### config.mk
export PLATFORM = sky130hd
export DESIGN_NAME = reg_bank
export DESIGN_NICKNAME = d
export VERILOG_FILES = /design/src/rtl/reg_bank_pkg.sv /design/src/rtl/reg_bank_register.sv /design/src/rtl/reg_bank.sv
export SDC_FILE = /design/constraint.sdc
export NUM_CORES = 1
export LEC_CHECK = 0
export CELL_PAD_IN_SITES_DETAIL_PLACEMENT = 1
export CELL_PAD_IN_SITES_GLOBAL_PLACEMENT = 1
export CORE_ASPECT_RATIO = 2
export CORE_MARGIN = 8
export CORE_UTILIZATION = 46
export DETAILED_ROUTE_END_ITERATION = 10
export GPL_TIMING_DRIVEN = 0
export HOLD_SLACK_MARGIN = 0.06
export PLACE_DENSITY_LB_ADDON = 0.1
export SYNTH_ARGS = -nofsm -noshare
export SYNTH_HDL_FRONTEND = slang
export SYNTH_HIERARCHICAL = 1
export SYNTH_SLANG_ARGS = --single-unit
export TNS_END_PERCENT = 100
### constraint.sdc
create_clock -name clk -period 1.8 [get_ports clk]
set_input_delay 0.27 -clock clk [delete_from_list [all_inputs] [get_ports clk]]
set_output_delay 0.27 -clock clk [all_outputs]
set_load 0.1 [all_outputs]
### src/rtl/reg_bank_pkg.sv
`default_nettype none
// ============================================================================
// Module   : reg_bank_pkg
// Purpose  : Shared defaults and address type for the reg_bank register file.
// Revision : 1.0 - initial release
// ============================================================================
package reg_bank_pkg;

  localparam int DEFAULT_WIDTH = 8;
  localparam int DEFAULT_DEPTH = 8;
  localparam int DEFAULT_AW    = $clog2(DEFAULT_DEPTH);

  // Address of one entry in a bank built with the default geometry
  typedef logic [DEFAULT_AW-1:0] addr_t;

endpackage : reg_bank_pkg
`default_nettype wire

### src/rtl/reg_bank_register.sv
`default_nettype none
// ============================================================================
// Module   : register
// Purpose  : One storage entry of the bank: loads 'in' when 'en' is high,
//            clears synchronously on rst.
// Revision : 1.0 - initial release
// ============================================================================
module register
  import reg_bank_pkg::*;
#(
  parameter int WIDTH = DEFAULT_WIDTH
) (
  input  logic             clk,
  input  logic             rst,
  input  logic             en,
  input  logic [WIDTH-1:0] in,
  output logic [WIDTH-1:0] out
);

  logic [WIDTH-1:0] out_q;
  logic [WIDTH-1:0] out_d;

  // Next value: load on enable, otherwise hold
  always_comb begin
    out_d = out_q;
    if (en) begin
      out_d = in;
    end
  end

  // Storage flop with synchronous clear
  always_ff @(posedge clk) begin
    if (rst) begin
      out_q <= '0;
    end else begin
      out_q <= out_d;
    end
  end

  assign out = out_q;

endmodule : register
`default_nettype wire

### src/rtl/reg_bank.sv
`default_nettype none
// ============================================================================
// Module   : reg_bank
// Purpose  : DEPTH x WIDTH register file with a direct write port and a
//            one-cycle-latency read port using a valid/ready response stage.
//            Same-edge read/write of one address returns the written data.
// Revision : 1.0 - initial release
// ============================================================================
module reg_bank
  import reg_bank_pkg::*;
#(
  parameter  int WIDTH = DEFAULT_WIDTH,
  parameter  int DEPTH = DEFAULT_DEPTH,
  localparam int AW    = $clog2(DEPTH)
) (
  input  logic             clk,
  input  logic             rst,
  input  logic             wr_en,
  input  logic [AW-1:0]    wr_addr,
  input  logic [WIDTH-1:0] wr_data,
  input  logic             rd_req,
  input  logic [AW-1:0]    rd_addr,
  output logic             rd_req_ready,
  output logic             rd_valid,
  output logic [WIDTH-1:0] rd_data,
  input  logic             rd_ready
);

  logic [DEPTH-1:0] entry_en;
  logic [WIDTH-1:0] entry_q [DEPTH];

  logic             rd_accept;
  logic [WIDTH-1:0] rd_word;
  logic             rd_valid_q;
  logic             rd_valid_d;
  logic [WIDTH-1:0] rd_data_q;
  logic [WIDTH-1:0] rd_data_d;

  // Per-entry write enables decoded from the write address
  always_comb begin
    entry_en = '0;
    for (int i = 0; i < DEPTH; i++) begin
      entry_en[i] = wr_en && (wr_addr == AW'(i));
    end
  end

  for (genvar g = 0; g < DEPTH; g++) begin : g_entry
    register #(
      .WIDTH (WIDTH)
    ) u_entry (
      .clk (clk),
      .rst (rst),
      .en  (entry_en[g]),
      .in  (wr_data),
      .out (entry_q[g])
    );
  end

  // The response slot is free when empty or being drained this cycle. It is
  // also forced free during reset, since any pending response is discarded.
  assign rd_req_ready = rst || !rd_valid_q || rd_ready;
  assign rd_accept    = rd_req && rd_req_ready;

  // Read word with write-first bypass for a same-edge write to the read address
  always_comb begin
    rd_word = entry_q[rd_addr];
    if (wr_en && (wr_addr == rd_addr)) begin
      rd_word = wr_data;
    end
  end

  // Response stage next state: load on accept, drop on drain, else hold
  always_comb begin
    rd_valid_d = rd_valid_q;
    rd_data_d  = rd_data_q;
    if (rd_accept) begin
      rd_valid_d = 1'b1;
      rd_data_d  = rd_word;
    end else if (rd_ready) begin
      rd_valid_d = 1'b0;
    end
  end

  // Response stage registers
  always_ff @(posedge clk) begin
    if (rst) begin
      rd_valid_q <= 1'b0;
      rd_data_q  <= '0;
    end else begin
      rd_valid_q <= rd_valid_d;
      rd_data_q  <= rd_data_d;
    end
  end

  assign rd_valid = rd_valid_q;
  assign rd_data  = rd_data_q;

endmodule : reg_bank
`default_nettype wire

==> results_dict.tcl <==
set metrics [dict create \
    wl_per_cell_um 19.5 \
    track_usage 0.174 \
    syn-num-nets 307 \
    htreeDepth 3 \
    synth_edf_count 0 \
    antenna_left 0 \
    yosysWarningCount 6 \
    finalClockSkew_ps 6.11 \
    rsz0062_at_grt "no" \
    first_pass_iters 4 \
    crit_type "reg2out" \
    critPathBufInv 1 \
    vdd_drop_max_uv 661 \
    synth.distinct_cells 22 \
    grt_pass1_vias 2451 \
    worstSetupEndpointType "output port" \
    min_path_cells 3 \
    holdWs_ps 309 \
    r2r-end "rd_data[4]$_SDFFE_PP0P_" \
    cts.sinks 73 \
    hold_end "rd_data[1]$_SDFFE_PP0P_" \
    synth_area_leaders "dfxtp_1, mux2i_1, nor2_1, mux4_2, mux4_1" \
    period_minus_slack_ps 1760 \
    p_leak_uw 0.00141 \
    cp.required_ps 1530 \
    worst_slack_ps 41.3 \
    synth_top_area_cell "dfxtp_1" \
    worstSkewPairLatency_ps 330 \
    timing.rr.start "rd_valid$_SDFFE_PP0P_" \
    syn_inst 288 \
    timing.fmax_ghz 0.569 \
    area_growth_pct 18.5 \
    seq_area_frac_synth 0.449 \
    ff2ff_path_depth 4 \
    worstPathArrival_ps 1490 \
    start_util 0.473 \
    crit_path_start_kind "flop" \
    cpMaxStageDelayCell "clkdlybuf4s15_1" \
    coreArea_mm2 0.00689 \
    antenna_cells 0 \
    hold_start "rd_addr[1]" \
    fp.dieH_um 135 \
    tritoncts "yes" \
    synth_top_area_frac 0.449 \
    cellPowerDensity_mw_per_mm2 954 \
    die_w_um 75.5 \
    nFillCells 784 \
    worst_slew_margin_rel 0.365 \
    detailed_place_hpwl_um 6030 \
    drive_gt1_frac 0.155 \
    period_share 0.977 \
    antenna_found_initial 0 \
    grt.overflow.total 0 \
    synthArstFlopShare 0 \
    postCtsHoldBufs 0 \
    slowest_delay_ps 830 \
    status "complete, no violations" \
    clk_pin_slew_ps 50 \
    dr.first_iter.drc_count 71 \
    slew_viol_final 0 \
    via_per_inst 5.39 \
    final_area_mm2 0.00386 \
    dp_slack_ps -857 \
    cts_root_buf "clkbuf_16" \
    dieArea_mm2 0.0102 \
    avgSynthCellArea_um2 11.3 \
    finalHoldViolCount 0 \
    finalSetupTns_ps 0 \
    final_nets 343 \
    ys_seq_elements 73 \
    num_rows 43 \
    cts-buffers-inserted 9 \
    min-delay-path-class "in2reg" \
    grt_max_degree 12 \
    setup_viol 0 \
    synth_flop_cell "dfxtp_1" \
    vias 2260 \
    layout.cells.non_filler 419 \
    critPathMaxFanout 2 \
    path_cells "clkdlybuf4s15_1" \
    clockBufferDepth 2 \
    critPathTopFamily "buffers and inverters" \
    io_pins 29 \
    r2r_slack_ps 400 \
    grt_pass1_wl_um 12800 \
    place.gp.congestion 0.758 \
    cts_setup_buffers 0 \
    tightest_slew_ps 956 \
    syn_area_mm2 0.00325 \
    drv_cap 0 \
    dp.cells 403 \
    place_area_mm2 0.00362 \
    drt-total-wl_um 8190 \
    drc 0 \
    ctsResizeCount 22 \
    io_buffer_count 25 \
]
[synth_stat cells, types with 2 or more instances]
cell type  instances
mux4_2            10
nor2_1            70
a32oi_1            7
nor3_1             2
nand2_1            4
xnor2_1            3
mux2i_1           72
buf_2              2
nand2b_1           4
buf_1              8
mux4_1             6
buf_6             11
a21oi_2            2
dfxtp_1           73
o21ai_1            7
[worst register-to-register path, stage by stage (launching register included)]
cell and delay, ps:
dfxtp_4 340, or3b_4 390, a21oi_2 370, a32oi_1 110, o21ai_1 110
[routing by layer]
metal,vias to the layer above,global-route usage,part of all wire
met4,0,0.0679,0.016
met5,-,0,0
met3,10,0.0416,0.035
met1,1128,0.170,0.37
met2,32,0.325,0.58
li1,1090,-,-
[kinds of logic (layout without fill, tap and decap cells)]
kind of cell / count (synthesis) / after routing / synth area share
and+or+nand+nor: 84 / 84 / 0.107
buffers and inverters: 23 / 64 / 0.0577
DFF: 73 / 73 / 0.449
muxes: 88 / 88 / 0.339
xor gates and xnor gates: 3 / 3 / 0.00808
AOI/OAI and AO/OA: 17 / 17 / 0.0388
[how the worst max path moves through the flow]
stage / to / start / slack (ps) / cells after the start
floorplan: rd_data[6]$_SDFFE_PP0P_ / rd_valid$_SDFFE_PP0P_ / 90 / 4
global placement: rd_req_ready / rst / -820 / 3
detailed placement: rd_req_ready / rst / -860 / 3
CTS: rd_data[5] / rd_data[5]$_SDFFE_PP0P_ / 2 / 1
global route: rd_data[3] / rd_data[3]$_SDFFE_PP0P_ / 4 / 1
finish: rd_data[3] / rd_data[3]$_SDFFE_PP0P_ / 40 / 1
[power breakdown]
group / internal [uW] / leakage [uW] / switching [uW] / total [uW]
clock: 1010 / 0.000137 / 644 / 1650
sequential: 1650 / 0.000591 / 19.1 / 1670
combinational: 141 / 0.000684 / 216 / 357
[state kept, by name, summed over array words and instances (netlist names)]
signal and flops:
rd_data 8, g_entry.u_entry/out 64, rd_valid 1
[per-stage QoR]
step / power (uW) / utilization
2_1_floorplan: 1940 / -
3_3_place_gp: 2060 / 0.526
3_5_place_dp: 2070 / 0.526
4_1_cts: 3730 / 0.565
5_1_grt: 3820 / 0.560
6_report: 3680 / 0.560
[cell type report]
type | count | area (um^2) | area share
buffer | 22 | 184 | 0.0477
clock buffer | 14 | 264 | 0.0684
clock inverter | 2 | 11.3 | 0.00292
inverter | 1 | 3.75 | 0.000973
multi-input combinational | 192 | 1610 | 0.417
sequential | 73 | 1470 | 0.380
tap | 90 | 113 | 0.0292
timing repair buffer | 25 | 209 | 0.0542
[layout by cell type, fill, tap and decap left out, types with 2 or more instances in the layout]
cell type,Yosys,routed
a32oi_1,7,7
clkdlybuf4s50_1,0,14
nor3_1,2,2
buf_6,11,11
clkbuf_2,0,7
mux4_2,10,10
mux4_1,6,6
xnor2_1,3,3
dfxtp_1,73,72
nand2b_1,4,4
buf_1,8,8
mux2i_1,72,72
clkbuf_8,0,2
a21oi_2,2,2
clkdlybuf4s15_1,0,2
nor2_1,70,70
buf_2,2,3
clkbuf_1,0,3
nand2_1,4,4
clkbuf_16,0,9
o21ai_1,7,7
(Power assumes the default switching activity.)
